### config.mk
export PLATFORM = sky130hd
export DESIGN_NAME = ic_code_entry_flat
export DESIGN_NICKNAME = d
export VERILOG_FILES = /design/src/rtl/ic_code_entry_if.sv /design/src/rtl/ic_code_entry.sv /design/src/flat_wrapper.sv
export SDC_FILE = /design/constraint.sdc
export NUM_CORES = 1
export LEC_CHECK = 0
export ABC_AREA = 1
export ABC_CLOCK_PERIOD_IN_PS = 2750
export CAP_MARGIN = 40
export CORE_MARGIN = 10
export CORE_UTILIZATION = 30
export DETAILED_ROUTE_END_ITERATION = 10
export DONT_BUFFER_PORTS = 1
export MAX_ROUTING_LAYER = met4
export PLACE_DENSITY = 0.48
export SYNTH_ARGS = -nofsm -noshare
export SYNTH_HDL_FRONTEND = slang
export SYNTH_SLANG_ARGS = --single-unit
### constraint.sdc
create_clock -name iCLK -period 2.75 [get_ports iCLK]
set_input_delay 0.4125 -clock iCLK [delete_from_list [all_inputs] [get_ports iCLK]]
set_output_delay 0.4125 -clock iCLK [all_outputs]
set_load 0.05 [all_outputs]
### src/rtl/ic_code_entry_if.sv
// Key-entry bus between the front-panel keypad decoder and the code-entry block.
// master = keypad / test sequencer side, slave = ic_code_entry.
interface ic_code_entry_if #(
  parameter int NUM_DIGITS = 4
);
  localparam int CW = $clog2(NUM_DIGITS + 1);

  logic [7:0]              iKEY_CODE;
  logic                    iKEY_VALID;
  logic [7*NUM_DIGITS-1:0] oHEX;
  logic [4*NUM_DIGITS-1:0] oCODE;
  logic [CW-1:0]           oCOUNT;
  logic                    ic_read;
  logic                    oCOMMIT;
  logic                    oREJECT;

  modport master (
    output iKEY_CODE, iKEY_VALID,
    input  oHEX, oCODE, oCOUNT, ic_read, oCOMMIT, oREJECT
  );

  modport slave (
    input  iKEY_CODE, iKEY_VALID,
    output oHEX, oCODE, oCOUNT, ic_read, oCOMMIT, oREJECT
  );
endinterface

### src/rtl/ic_code_entry.sv
// Hex digit-entry controller: collects NUM_DIGITS digits from key strobes,
// drives active-low 7-segment displays and presents a committed IC code.
module ic_code_entry #(
  parameter int         NUM_DIGITS  = 4,
  parameter bit         AUTO_COMMIT = 1'b0,
  parameter logic [7:0] CLEAR_CODE  = 8'h17,
  parameter logic [7:0] BKSP_CODE   = 8'h66,
  parameter logic [7:0] ENTER_CODE  = 8'h5A
) (
  input logic            iCLK,
  input logic            iRST,
  ic_code_entry_if.slave bus
);
  localparam int             CW       = $clog2(NUM_DIGITS + 1);
  localparam logic [CW-1:0]  FULL_CNT = CW'(NUM_DIGITS);
  localparam logic [CW-1:0]  ONE_CNT  = CW'(1);
  localparam logic [1:0]     S_IDLE   = 2'd0;
  localparam logic [1:0]     S_ENTRY  = 2'd1;
  localparam logic [1:0]     S_FULL   = 2'd2;
  localparam logic [1:0]     S_DONE   = 2'd3;
  localparam logic [6:0]     DASH     = 7'b0111111;

  logic [1:0]                 state;
  logic [CW-1:0]              count;
  logic [NUM_DIGITS-1:0][3:0] digs;
  logic                       key_prev;
  logic                       commit;
  logic                       reject;
  logic                       ev;
  logic                       is_digit;
  logic [3:0]                 digit;

  assign ev       = bus.iKEY_VALID & ~key_prev;
  assign is_digit = (bus.iKEY_CODE[7:4] == 4'h0);
  assign digit    = bus.iKEY_CODE[3:0];

  function automatic logic [6:0] seg7(input logic [3:0] d);
    case (d)
      4'h0: seg7 = 7'b1000000;  4'h1: seg7 = 7'b1111001;
      4'h2: seg7 = 7'b0100100;  4'h3: seg7 = 7'b0110000;
      4'h4: seg7 = 7'b0011001;  4'h5: seg7 = 7'b0010010;
      4'h6: seg7 = 7'b0000010;  4'h7: seg7 = 7'b1111000;
      4'h8: seg7 = 7'b0000000;  4'h9: seg7 = 7'b0011000;
      4'hA: seg7 = 7'b0001000;  4'hB: seg7 = 7'b0000011;
      4'hC: seg7 = 7'b1000110;  4'hD: seg7 = 7'b0100001;
      4'hE: seg7 = 7'b0000110;  default: seg7 = 7'b0001110;
    endcase
  endfunction

  always_ff @(posedge iCLK) begin
    if (iRST) begin
      state    <= S_IDLE;
      count    <= '0;
      digs     <= '0;
      key_prev <= 1'b1;   // a strobe held through reset must not count as a new key
      commit   <= 1'b0;
      reject   <= 1'b0;
    end else begin
      key_prev <= bus.iKEY_VALID;
      commit   <= 1'b0;
      reject   <= 1'b0;
      if (ev) begin
        if (is_digit) begin
          if (state == S_DONE) begin
            // new entry replaces the committed code
            digs                 <= '0;
            digs[NUM_DIGITS-1]   <= digit;
            count                <= ONE_CNT;
            if (NUM_DIGITS == 1 && AUTO_COMMIT) begin
              state  <= S_DONE;
              commit <= 1'b1;
            end else begin
              state <= (NUM_DIGITS == 1) ? S_FULL : S_ENTRY;
            end
          end else if (state == S_FULL) begin
            reject <= 1'b1;
          end else begin
            for (int i = 0; i < NUM_DIGITS; i++)
              if (i + int'(count) == NUM_DIGITS - 1) digs[i] <= digit;
            count <= count + 1'b1;
            if (count + 1'b1 == FULL_CNT) begin
              if (AUTO_COMMIT) begin
                state  <= S_DONE;
                commit <= 1'b1;
              end else begin
                state <= S_FULL;
              end
            end else begin
              state <= S_ENTRY;
            end
          end
        end else if (bus.iKEY_CODE == CLEAR_CODE) begin
          state <= S_IDLE;
          count <= '0;
          digs  <= '0;
        end else if (bus.iKEY_CODE == BKSP_CODE) begin
          if (count == '0) begin
            reject <= 1'b1;
          end else begin
            for (int i = 0; i < NUM_DIGITS; i++)
              if (i + int'(count) == NUM_DIGITS) digs[i] <= 4'h0;
            count <= count - 1'b1;
            state <= (count == ONE_CNT) ? S_IDLE : S_ENTRY;
          end
        end else if (bus.iKEY_CODE == ENTER_CODE) begin
          if (state == S_FULL) begin
            state  <= S_DONE;
            commit <= 1'b1;
          end else if (state != S_DONE) begin
            reject <= 1'b1;
          end
        end
      end
    end
  end

  assign bus.oCODE   = digs;
  assign bus.oCOUNT  = count;
  assign bus.ic_read = (state == S_DONE);
  assign bus.oCOMMIT = commit;
  assign bus.oREJECT = reject;

  // display k shows nibble k; it is entered once count reaches NUM_DIGITS-k
  for (genvar k = 0; k < NUM_DIGITS; k++) begin : g_disp
    assign bus.oHEX[7*k +: 7] = (k + int'(count) >= NUM_DIGITS) ? seg7(digs[k]) : DASH;
  end
endmodule

### src/flat_wrapper.sv
// flat-port wrapper written by rule: the top's interface ports become plain ports
module ic_code_entry_flat 
#(
  parameter int         NUM_DIGITS  = 4,
  parameter bit         AUTO_COMMIT = 1'b0,
  parameter logic [7:0] CLEAR_CODE  = 8'h17,
  parameter logic [7:0] BKSP_CODE   = 8'h66,
  parameter logic [7:0] ENTER_CODE  = 8'h5A
)
  (iCLK, iRST, bus_iKEY_CODE, bus_iKEY_VALID, bus_oHEX, bus_oCODE, bus_oCOUNT, bus_ic_read, bus_oCOMMIT, bus_oREJECT);
  ic_code_entry_if #(.NUM_DIGITS(NUM_DIGITS)) bus_i ();
  input logic iCLK;
  input logic iRST;
  input wire logic [$bits(bus_i.iKEY_CODE)-1:0] bus_iKEY_CODE;
  input wire logic [$bits(bus_i.iKEY_VALID)-1:0] bus_iKEY_VALID;
  output wire logic [$bits(bus_i.oHEX)-1:0] bus_oHEX;
  output wire logic [$bits(bus_i.oCODE)-1:0] bus_oCODE;
  output wire logic [$bits(bus_i.oCOUNT)-1:0] bus_oCOUNT;
  output wire logic [$bits(bus_i.ic_read)-1:0] bus_ic_read;
  output wire logic [$bits(bus_i.oCOMMIT)-1:0] bus_oCOMMIT;
  output wire logic [$bits(bus_i.oREJECT)-1:0] bus_oREJECT;
  assign bus_i.iKEY_CODE = bus_iKEY_CODE;
  assign bus_i.iKEY_VALID = bus_iKEY_VALID;
  assign bus_oHEX = bus_i.oHEX;
  assign bus_oCODE = bus_i.oCODE;
  assign bus_oCOUNT = bus_i.oCOUNT;
  assign bus_ic_read = bus_i.ic_read;
  assign bus_oCOMMIT = bus_i.oCOMMIT;
  assign bus_oREJECT = bus_i.oREJECT;
  ic_code_entry #(.NUM_DIGITS(NUM_DIGITS), .AUTO_COMMIT(AUTO_COMMIT), .CLEAR_CODE(CLEAR_CODE), .BKSP_CODE(BKSP_CODE), .ENTER_CODE(ENTER_CODE)) u_core (.iCLK(iCLK), .iRST(iRST), .bus(bus_i));
endmodule
; ---- Yosys cells after proc, flatten, opt, wreduce, memory -nomap -nowiden
; Memories as Yosys holds them, arrays and structs flattened. A register that Yosys moved wholly into a read port is not among the register bits.
; Index checks and enable logic that the tools add are counted.
[op_classes]
add_sub_neg = 5
magnitude_cmp = 4
n_eq_ne = 23
muxes = 51
bitwise = 4
n_reduce_logical = 17
[ops]
columns = operator, count
row1 = $eq A32 B3 Y1 const B, 3
row2 = $eq A32 B4 Y1 const B, 3
row3 = $ge A32 B4 Y1 const B, 3
row4 = $mux W16, 6
row5 = $mux W4, 16
row6 = $mux W7, 4
row7 = $reduce_and A6 Y1, 4
row8 = $mux W2, 9
row9 = $mux W3, 6
row10 = $eq A8 B7 Y1 const B, 2
row11 = $ne A3 B3 Y1 const B, 5
row12 = $reduce_bool A3 Y1, 5
row13 = $mux W1, 10
row14 = $eq A3 B3 Y1 const B, 3
row15 = $add A2 B3 Y4 const A, 2
row16 = $eq A8 B5 Y1 const B, 1
row17 = $reduce_bool A4 Y1, 2
row18 = $reduce_or A6 Y1, 1
row19 = $reduce_and A5 Y1, 1
row20 = $add A1 B3 Y4 const A, 1
row21 = $eq A2 B2 Y1 const B, 2
row22 = $logic_not A4 Y1, 1
row23 = $ne A4 B2 Y1 const B, 1
row24 = $reduce_and A4 Y1, 1
row25 = other kinds (10), 12
[word_totals]
regBits = 24
romBits = 448
input_bits = 11
out_inout_bits = 50
word_cells = 117
memories = 4
[mem_list]
columns = memory, depth, width, read_ports, rd_clocked_by_memory_dff, wr, line_no
row1 = (name not given), 16, 7, 1, 1, 0, ic_code_entry.sv:38  ; case (d)
row2 = (name not given), 16, 7, 1, 1, 0, ic_code_entry.sv:38
row3 = (name not given), 16, 7, 1, 1, 0, ic_code_entry.sv:38
row4 = (name not given), 16, 7, 1, 1, 0, ic_code_entry.sv:38

; ---- Logic depth before layout (Yosys ltp)
; Gate-level depths: netlist of the first run.
[depth]
depth_word = 9
mapped_depth = 19
ltp_nobuf = 19

; ---- Least setup slack after synthesis of the first run
; No wires, ideal clock.
[synth_path]
kind = register -> register
from = reg u_core.count[2] (netlist: u_core.bus.oCOUNT[2])
to = reg with a tool-made name
setup_ns = 0.112
arrival_ns = 2.814
slack_ns = -0.177
stages_incl_launch_ff = 17
n_path_buf = 0
period_less_slack_ns = 2.927
cell_sequence = dfxtp_1 inv_1 ha_1 inv_1 a21oi_1 nand2_1 nand2_1 nand2_1 nor2_1 nand2_1 nand3_1 inv_1 ha_1 inv_1 o21ai_2 nand2_1 nand2_1
[synth_lines]
columns = element, line_no
row1 = from (decl), ic_code_entry.sv:24  ; logic [CW-1:0] count;
row2 = from (signal assigned), ic_code_entry.sv:80  ; count <= count + 1'b1;
row3 = from (signal assigned), ic_code_entry.sv:102  ; count <= count - 1'b1;

==> flow_summary.yaml, run 1 <==
clock_tree:
  cts_max_path_buffers: 2
  holdBufCountCts: 0
  path_clk_slew_ns: 0.07
  ctsHtreeMaxLevel: 2
  cts_resized: 0
  insertion_delay_ns: 0.29
  root_buffer: "clkbuf_16"
  tritoncts: "yes"
  cts_made_buffers: 5
  clock-sinks: 52
  postCtsSetupBuffers: 0
critical_path:
  arrival_ns: 2.69
  rr_worst_depth: 16
  critPathLaunchType: "flop"
  critical_path_required_ns: 2.99
  crit_type: "flop to flop"
  reg2reg_from: "u_core.bus.oCOUNT[0]$_SDFFE_PP0P_"
  regToRegSetupSlack_ns: 0.30
  cp-end-kind: "flop"
  cp_max_fo: 6
route:
  vias: 3037
  first_iter_violations: 166
  ant_nets: 0
  dr.pass1.iters: 4
  wl_um: 8628
  wl_per_cell_um: 12.97
  via_per_inst: 4.567
  drc_errors: 0
placement:
  place.gp.congestion: 0.9005
  pre_cts_ws_ns: 0.2288
  post_dp_cell_area_um2: 3719
  dp_hpwl_um: 6886
  port-buffer-count: 0
finish:
  final_common_cell: "nand2_1"
  area_growth_syn_to_layout_pct: 13.13
  drive_above_1_share_pct: 20.38
  diodes: 0
  fin_nets: 564
  final_cell_mix: "nand2_1, inv_1, dfxtp_1"
  final_area_um2: 3880
floorplan:
  rows: 38
  coreArea_um2: 11030
  die_h_um: 126.9
  io_pins: 61
  dieArea_um2: 16110
  die_w_um: 126.9
  start_util_pct: 31.09
global_routing:
  grtUsageTotal_pct: 11.04
  grtUsageMet3_pct: 4.831
  grt_first_pass_wirelength_um: 14470
  grt_max_degree: 26
  grt_pass1_vias: 2930
  overflow: 0
  use_met2_pct: 16.62
  use_met1_pct: 13.05
  antenna_found_initial: 0
  busiest_layer: "met2"
synthesis:
  synth.avg_cell_area_um2: 6.832
  synth_compound_area_share_pct: 7.698
  synth_seq_cells: 52
  yosys_warnings: 0
  synth_edf_count: 0
  synthAdderAreaFrac_pct: 10.58
  ys.flop_type: "dfxtp_1"
  synthSimpleGateAreaFrac_pct: 41.34
  synth_cell_types: 36
  syn_inst: 502
  synthesis.area_um2: 3430
  async_flop_share_pct: 0
  synth-seq-area-share_pct: 30.35
  synthMuxAreaShare_pct: 0
  synth_xor_area_share_pct: 0
  synth_top_family_by_area: "simple AND/OR/NAND/NOR gates"
  syn_nets: 542
job:
  cap_violations: 0
sta:
  min_period_over_period_pct: 89.18
  fin_crit_ns: 2.453
  tns_ns: 0
  setup_slack_ns: 0.2974
  worst_slew_margin_rel_pct: 62.24
  tightest_slew_ns: 0.5656
  drv_slew: 0
  hold_viol_final: 0
  rsz0062_at_grt: "false"
  max_freq_ghz: 0.4077
  setup_viol: 0
  finClkSkew_ns: 0.006382
pwr:
  power.density_nw_per_um2: 381.3
  p_total_w: 0.001480
  leakage_nw: 2.070
  peakVddDrop_uv: 220.2
min_path:
  whs_path_depth: 1
  min_to: "u_core.bus.oCOUNT[1]$_SDFFE_PP0P_"
  hp-class: "primary input to flop"
  min_from: "iRST"
run_status:
  status: "finished clean"
-- stage by stage --
| stage | hold slack (ns) | util, % | cells |
|---|---|---|---|
| final | 0.1881 | 35.17 | 665 |
| after global routing | 0.1777 | 35.17 | 665 |
| after CTS | 0.1780 | 35.06 | 665 |
| after detailed placement | 0.4685 | 33.71 | 657 |
| after global placement | 0.4641 | 33.71 | 657 |
| after floorplan | 0.4455 | - | 502 |
-- synth_stat cells, types with 2 or more instances --
| cell type | instances | share of area [%] |
|---|---|---|
| a21oi_1 | 6 | 0.88 |
| nand3_2 | 6 | 1.8 |
| nor2_4 | 3 | 0.98 |
| nand2_2 | 7 | 1.3 |
| inv_1 | 62 | 6.8 |
| nand4_1 | 7 | 1.3 |
| dfxtp_1 | 52 | 30 |
| o21bai_1 | 3 | 0.66 |
| o21ai_1 | 7 | 1.0 |
| nand3_1 | 40 | 5.8 |
| nor2_2 | 4 | 0.73 |
| or2_2 | 24 | 4.4 |
| nand2_1 | 167 | 18 |
| buf_6 | 3 | 0.98 |
| nor2_1 | 31 | 3.4 |
| nor4_1 | 2 | 0.36 |
| nand3_4 | 4 | 2.0 |
| a211oi_1 | 5 | 1.1 |
| o21ai_2 | 3 | 0.77 |
| nand2_4 | 2 | 0.66 |
| buf_2 | 2 | 0.29 |
| o21ai_0 | 7 | 1.0 |
| inv_2 | 14 | 1.5 |
| ha_1 | 29 | 11 |
-- how the worst max path moves through the flow --
stage,start,end,slack (ns)
after detailed placement,u_core.bus.oCOUNT[0]$_SDFFE_PP0P_,flop,0.23
after global placement,u_core.bus.oCOUNT[0]$_SDFFE_PP0P_,flop,0.29
final,u_core.bus.oCOUNT[0]$_SDFFE_PP0P_,flop,0.30
after global routing,u_core.bus.oCOUNT[0]$_SDFFE_PP0P_,flop,0.04
after CTS,u_core.bus.oCOUNT[0]$_SDFFE_PP0P_,flop,0.20
after floorplan,u_core.bus.oCOUNT[2]$_SDFFE_PP0P_,flop,0.08
-- cell type report --
| type | instances | area, um^2 |
|---|---|---|
| fillers | 1203 | 7151 |
| multi-input cells | 366 | 2057 |
| flip-flops and latches | 52 | 1045 |
| inverters | 77 | 289.0 |
| well taps | 140 | 175.2 |
| repair buffers | 22 | 165.2 |
| clock buffers | 6 | 138.9 |
| clock inverters | 2 | 10.01 |
-- metal layers --
| metal | part of all wire, % | up-vias |
|---|---|---|
| li1 | - | 1599 |
| met1 | 46 | 1357 |
| met2 | 43 | 70 |
| met3 | 10 | 11 |
| met4 | 1.4 | 0 |
| met5 | 0 | - |
-- power breakdown --
group	switching, W	internal, W
Clock	0.000276	0.000359
Combinational	0.0000683	0.0000196
Sequential	0.00000162	0.000755
-- cells by family (layout without fill, tap and decap cells) --
| group | after synthesis | after routing |
|---|---|---|
| adder cells (fa/ha/maj) | 29 | 29 |
| AND/OR/NAND/NOR | 299 | 299 |
| AO/OA/AOI/OAI | 38 | 38 |
| flip-flops | 52 | 52 |
| buffers and inverters | 84 | 107 |
-- worst max-delay path: stages (launching register included) --
cell     delay [ns]
dfxtp_2        0.35
ha_1           0.20
ha_1           0.29
inv_1          0.07
a21oi_1        0.16
nand2_1        0.07
nand2_1        0.06
nand2_1        0.10
nor2_1         0.19
nand2_1        0.09
nand3_2        0.14
inv_1          0.09
ha_1           0.29
inv_1          0.06
o21ai_2        0.12
nand2_1        0.06
nand2_1        0.06
(Power assumes the default switching activity.)
==> run 2, diff against run 1 <==
--- a/config.mk
+++ b/config.mk
@@ -8,12 +8,13 @@
 export ABC_AREA = 1
 export ABC_CLOCK_PERIOD_IN_PS = 2750
 export CAP_MARGIN = 40
-export CORE_MARGIN = 10
+export CORE_MARGIN = 8
 export CORE_UTILIZATION = 30
+export CTS_BUF_LIST = sky130_fd_sc_hd__clkbuf_16
 export DETAILED_ROUTE_END_ITERATION = 10
 export DONT_BUFFER_PORTS = 1
 export MAX_ROUTING_LAYER = met4
-export PLACE_DENSITY = 0.48
+export PLACE_DENSITY = 0.54
 export SYNTH_ARGS = -nofsm -noshare
 export SYNTH_HDL_FRONTEND = slang
 export SYNTH_SLANG_ARGS = --single-unit
==> run 2 against run 1 <==
Compared with the run above:
- flip-flop and latch count unchanged
- critical path type unchanged
- cell count increased by 0.90%
- critical path depth increased by 1
- combinational power increased by 1%
- routed wire length decreased by 0.52%
- via count increased by 1.5%
- global-route usage increased by 0.94 points
- maximum frequency decreased by 1.8%
==> flow_summary.yaml, run 2 (synthesis results as in run 1) <==
critical_path:
  cp_slowest_cell: "dfxtp_4"
  crit_top_cell: "nand2_1"
  reg2reg_from: "u_core.bus.oCOUNT[2]$_SDFFE_PP0P_"
  arrival_ns: 2.69
  cp_max_fo: 6
  rr_worst_depth: 17
  regToRegSetupSlack_ns: 0.25
  critical_path_required_ns: 2.95
  cp-end-kind: "flop"
  cpPeakStageDelay_ns: 0.40
  critPathLaunchType: "flop"
  path_cells: "clkinvlp_4, ha_1, inv_1, a21oi_1, nand2_1, nand2_1, nand2_1, inv_2, nand2_4, nand2_1, nand3_1, buf_4, ha_1, nand2_1, o21ai_2, nand2_1, nand2_1"
  crit_type: "flop to flop"
floorplan:
  dieArea_um2: 15110
  die_w_um: 122.9
  die_h_um: 122.9
  io_pins: 61
  rows: 39
  start_util_pct: 30.43
  coreArea_um2: 11270
route:
  ant_nets: 0
  via_per_inst: 4.596
  first_iter_violations: 200
  drc_errors: 0
  vias: 3084
  met1Wirelength_um: 3809
  dr.pass1.iters: 4
  maxUsedRoutingLayer: "met4"
  wl_um: 8583
  wl_met3_um: 827
  wl_met2_um: 3837
  wl_per_cell_um: 12.79
clock_tree:
  root_buffer: "clkbuf_16"
  ctsHtreeMaxLevel: 2
  tritoncts: "yes"
  cts_made_buffers: 5
  cts_max_path_buffers: 2
  insertion_delay_ns: 0.30
  clock-sinks: 52
  path_clk_slew_ns: 0.07
finish:
  ff_latch_area_um2: 1047
  multi_input_area_um2: 2054
  nFillCells: 1230
  final_area_um2: 3908
  fin_nets: 567
  area_growth_syn_to_layout_pct: 13.94
  final_cell_mix: "nand2_1, inv_1, dfxtp_1"
  final_common_cell: "nand2_1"
  diodes: 0
  drive_above_1_share_pct: 20.64
min_path:
  min_from: "iRST"
  min_to: "u_core.bus.oCOUNT[1]$_SDFFE_PP0P_"
  whs_path_depth: 1
  hp-class: "primary input to flop"
sta:
  drv_slew: 0
  hold_viol_final: 0
  rsz0062_at_grt: "false"
  min_period_over_period_pct: 90.77
  worst_hold_slack_ns: 0.1891
  max_freq_ghz: 0.4006
  fin_crit_ns: 2.496
  tns_ns: 0
  tightest_slew_ns: 0.5621
  finClkSkew_ns: 0.006058
  setup_viol: 0
  worst_slew_margin_rel_pct: 62.47
pwr:
  peakVddDrop_uv: 208.1
  leakage_nw: 2.092
  power.density_nw_per_um2: 379.5
  clkPwrFrac_pct: 43.1
  p_sw_w: 0.0003669
  switching_share_pct: 24.74
  p_seq_share_pct: 50.9
  power_frac_comb_pct: 6.0
  internal_power_w: 0.001116
global_routing:
  grt_max_degree: 18
  grt_pass1_vias: 2931
  overflow: 0
  grt_first_pass_wirelength_um: 14170
  grtUsageTotal_pct: 11.99
  antenna_found_initial: 0
placement:
  dp_hpwl_um: 6865
  port-buffer-count: 0
  post_dp_cell_area_um2: 3707
  place.gp.congestion: 0.8890
job:
  cap_violations: 0
run_status:
  status: "finished clean"
==> run 2: area by class of cell <==
cell class | instances | area share (%)
flip-flops and latches | 52 | 26.80
clock inverters | 3 | 0.5443
repair buffers | 25 | 4.803
well taps | 143 | 4.579
inverters | 77 | 7.493
clock buffers | 5 | 3.202
multi-input cells | 366 | 52.58
==> run 2: worst max-delay path, delay by kind of cell, from the launching register on <==
kind                       cells  cell delay [ns]
and+or+nand+nor                9             0.69
adders and majority gates      2             0.57
buffers and inverters          4             0.51
DFF                            1             0.40
AOI/OAI and AO/OA              2             0.23
==> run 2: power by group through the flow <==
stage	registers (W)	clock network (W)	logic, W
floorplan	0.000775	0	0.0000707
detailed placement	0.000774	0	0.0000881
global route	0.000755	0.000696	0.0000970
finish	0.000755	0.000639	0.0000891
CTS	0.000756	0.000663	0.0000883
global placement	0.000774	0	0.0000875
==> run 2: how the worst max path moves through the flow <==
| stage | depth (start not counted) | to | slack [ns] | start |
|---|---|---|---|---|
| after global placement | 16 | flop | 0.21 | u_core.bus.oCOUNT[2]$_SDFFE_PP0P_ |
| after CTS | 16 | flop | 0.21 | u_core.bus.oCOUNT[2]$_SDFFE_PP0P_ |
| after global routing | 17 | flop | 0.01 | u_core.bus.oCOUNT[2]$_SDFFE_PP0P_ |
| final | 17 | flop | 0.25 | u_core.bus.oCOUNT[2]$_SDFFE_PP0P_ |
| after detailed placement | 16 | flop | 0.23 | u_core.bus.oCOUNT[2]$_SDFFE_PP0P_ |
| after floorplan | 16 | flop | 0.08 | u_core.bus.oCOUNT[2]$_SDFFE_PP0P_ |
==> run 2: per-stage QoR <==
stage	util (%)	setup slack [ns]	cells	total power [W]
after global placement	32.89	0.2079	658	0.0008612
after floorplan	-	0.07652	502	0.0008457
after detailed placement	32.89	0.2308	658	0.0008618
after CTS	34.19	0.2104	666	0.001507
after global routing	34.67	0.01432	671	0.001548
final	34.67	0.2537	671	0.001483
==> run 2: layer usage <==
layer / track usage, % / vias up
met2: 18.96 / 66
met5: - / -
li1: - / 1612
met3: 4.658 / 12
met4: 3.656 / 0
met1: 13.75 / 1394
==> run 2: timing repair <==
action	4_1_cts	5_1_grt
hold buffers	0	0
buffers inserted	0	5
setup endpoints to repair	0	8
resized for setup	0	5
==> run 3, diff against run 2 <==
--- a/config.mk
+++ b/config.mk
@@ -8,13 +8,14 @@
 export ABC_AREA = 1
 export ABC_CLOCK_PERIOD_IN_PS = 2750
 export CAP_MARGIN = 40
+export CELL_PAD_IN_SITES_DETAIL_PLACEMENT = 1
+export CELL_PAD_IN_SITES_GLOBAL_PLACEMENT = 2
 export CORE_MARGIN = 8
 export CORE_UTILIZATION = 30
 export CTS_BUF_LIST = sky130_fd_sc_hd__clkbuf_16
 export DETAILED_ROUTE_END_ITERATION = 10
 export DONT_BUFFER_PORTS = 1
-export MAX_ROUTING_LAYER = met4
-export PLACE_DENSITY = 0.54
+export PLACE_DENSITY = 0.8
 export SYNTH_ARGS = -nofsm -noshare
 export SYNTH_HDL_FRONTEND = slang
 export SYNTH_SLANG_ARGS = --single-unit
==> run 3 against run 2 <==
Compared with the run above:
- sequential share of layout area decreased by 0.081 points
- clock power increased by 13%
- hold slack got worse by 0.0042 ns
- utilization about the same
- die area unchanged
- flip-flop and latch count unchanged
- largest cell class unchanged
- highest routed layer unchanged
==> flow_summary.yaml, run 3 (synthesis results as in run 1) <==
finish:
  area_growth_syn_to_layout_pct: 14.01
  ff_latch_area_um2: 1045
  final_common_cell: "nand2_1"
  diodes: 0
  final_cell_mix: "nand2_1, inv_1, dfxtp_1"
  nFillCells: 1450
  drive_above_1_share_pct: 20.34
  fin_nets: 565
  multi_input_area_um2: 2058
  layout.cells.non_filler: 669
clock_tree:
  cts_made_buffers: 5
  clock-sinks: 52
  tritoncts: "yes"
  root_buffer: "clkbuf_16"
  path_clk_slew_ns: 0.07
  cts_max_path_buffers: 2
  ctsHtreeMaxLevel: 2
  insertion_delay_ns: 0.30
global_routing:
  busiest_layer: "met2"
  grt_max_degree: 16
  grtUsageTotal_pct: 13.41
  grt_pass1_vias: 3246
  grtUsageMet3_pct: 3.790
  grt_first_pass_wirelength_um: 16100
  overflow: 0
  use_met2_pct: 24.02
  antenna_found_initial: 0
  use_met1_pct: 14.49
placement:
  place.gp.congestion: 0.8263
  place_inst: 657
  pre_cts_ws_ns: 0.1687
  port-buffer-count: 0
  dp_hpwl_um: 7765
job:
  cap_violations: 0
sta:
  min_period_over_period_pct: 91.65
  tns_ns: 0
  finClkSkew_ns: 0.006878
  fin_crit_ns: 2.520
  worst_slew_margin_rel_pct: 62.20
  drv_slew: 0
  max_freq_ghz: 0.3968
  rsz0062_at_grt: "false"
  setup_slack_ns: 0.2295
  tightest_slew_ns: 0.5663
  hold_viol_final: 0
  setup_viol: 0
critical_path:
  cpPeakStageDelay_ns: 0.39
  cp_max_fo: 6
  arrival_ns: 2.77
  path_cells: "clkinvlp_4, ha_1, inv_1, a21oi_2, nand2_1, nand2_1, nand2_1, nor2_2, nand2_1, nand3_1, inv_1, ha_1, inv_1, o21ai_2, nand2_1, nand2_1"
  critical_path_required_ns: 3.00
  crit_type: "flop to flop"
  cp-end-kind: "flop"
  cp_slowest_cell: "dfxtp_2"
  crit_top_cell: "nand2_1"
  critPathLaunchType: "flop"
  crit_family: "simple AND/OR/NAND/NOR gates"
  crit_buf_inv: 4
route:
  ant_nets: 0
  wl_per_cell_um: 14.74
  dr.pass1.iters: 4
  first_iter_violations: 93
  vias: 3097
  via_per_inst: 4.629
  wl_um: 9864
  drc_errors: 0
pwr:
  leakage_nw: 2.089
  p_total_w: 0.001571
  peakVddDrop_uv: 196.8
  power.density_nw_per_um2: 401.8
floorplan:
  start_util_pct: 30.43
  io_pins: 61
  rows: 39
  dieArea_um2: 15110
  coreArea_um2: 11270
  die_h_um: 122.9
  die_w_um: 122.9
run_status:
  status: "finished clean"
min_path:
  hp-class: "primary input to flop"
-- run 3: cell types whose count changed in the layout (fill, tap and decap cells not counted), sizes merged --
| cell | delta |
|---|---|
| bufinv | +1 |
| inv | -2 |
| buf | -2 |
| clkinv | +1 |
-- run 3: final cells by class --
type                       instances  area share [%]
clock inverter                     3          0.9600
multi-input combinational        366           52.64
timing repair buffer              23           4.416
tap                              143           4.576
sequential                        52           26.72
clock buffer                       5           3.200
inverter                          77           7.488
-- run 3: where the power goes --
group | internal, W | leakage (nW) | switching (W)
combinational | 0.0000208 | 1.59 | 0.0000707
clock | 0.000424 | 0.0789 | 0.000299
sequential | 0.000754 | 0.421 | 0.00000168
total | 0.00120 | 2.09 | 0.000372
-- run 3: timing repair --
item / CTS / global route
setup endpoints to repair: 0 / 17
gates resized for setup: 0 / 5
buffers inserted: 0 / 4
hold buffers: 0 / 0
-- run 3: layer usage --
layer	vias up	wire length, um	share of wire, %
li1	1604	-	-
met1	1423	4132	42
met2	53	4893	50
met3	17	578	5.9
met4	0	260	2.6
met5	-	0	0
-- run 3: final timing paths --
kind / from / end / slack, ns / cells after the start
worst min register to register: u_core.state[0]$_SDFFE_PP0P_ / u_core.state[0]$_SDFFE_PP0P_ / 0.48 / 2
worst max register to register: u_core.bus.oCOUNT[2]$_SDFFE_PP0P_ / flop / 0.23 / 16
worst max-delay path: u_core.bus.oCOUNT[2]$_SDFFE_PP0P_ / flop / 0.23 / 16
worst min-delay path: iRST / u_core.state[0]$_SDFFE_PP0P_ / 0.18 / 1
-- run 3: metrics by stage --
stage	instance area (um^2)	utilization, %	hold WS (ns)
6_report	3910	34.69	0.1849
4_1_cts	3862	34.27	0.1749
2_1_floorplan	3433	-	0.4455
3_3_place_gp	3700	32.82	0.4622
3_5_place_dp	3700	32.82	0.4622
5_1_grt	3910	34.69	0.1762
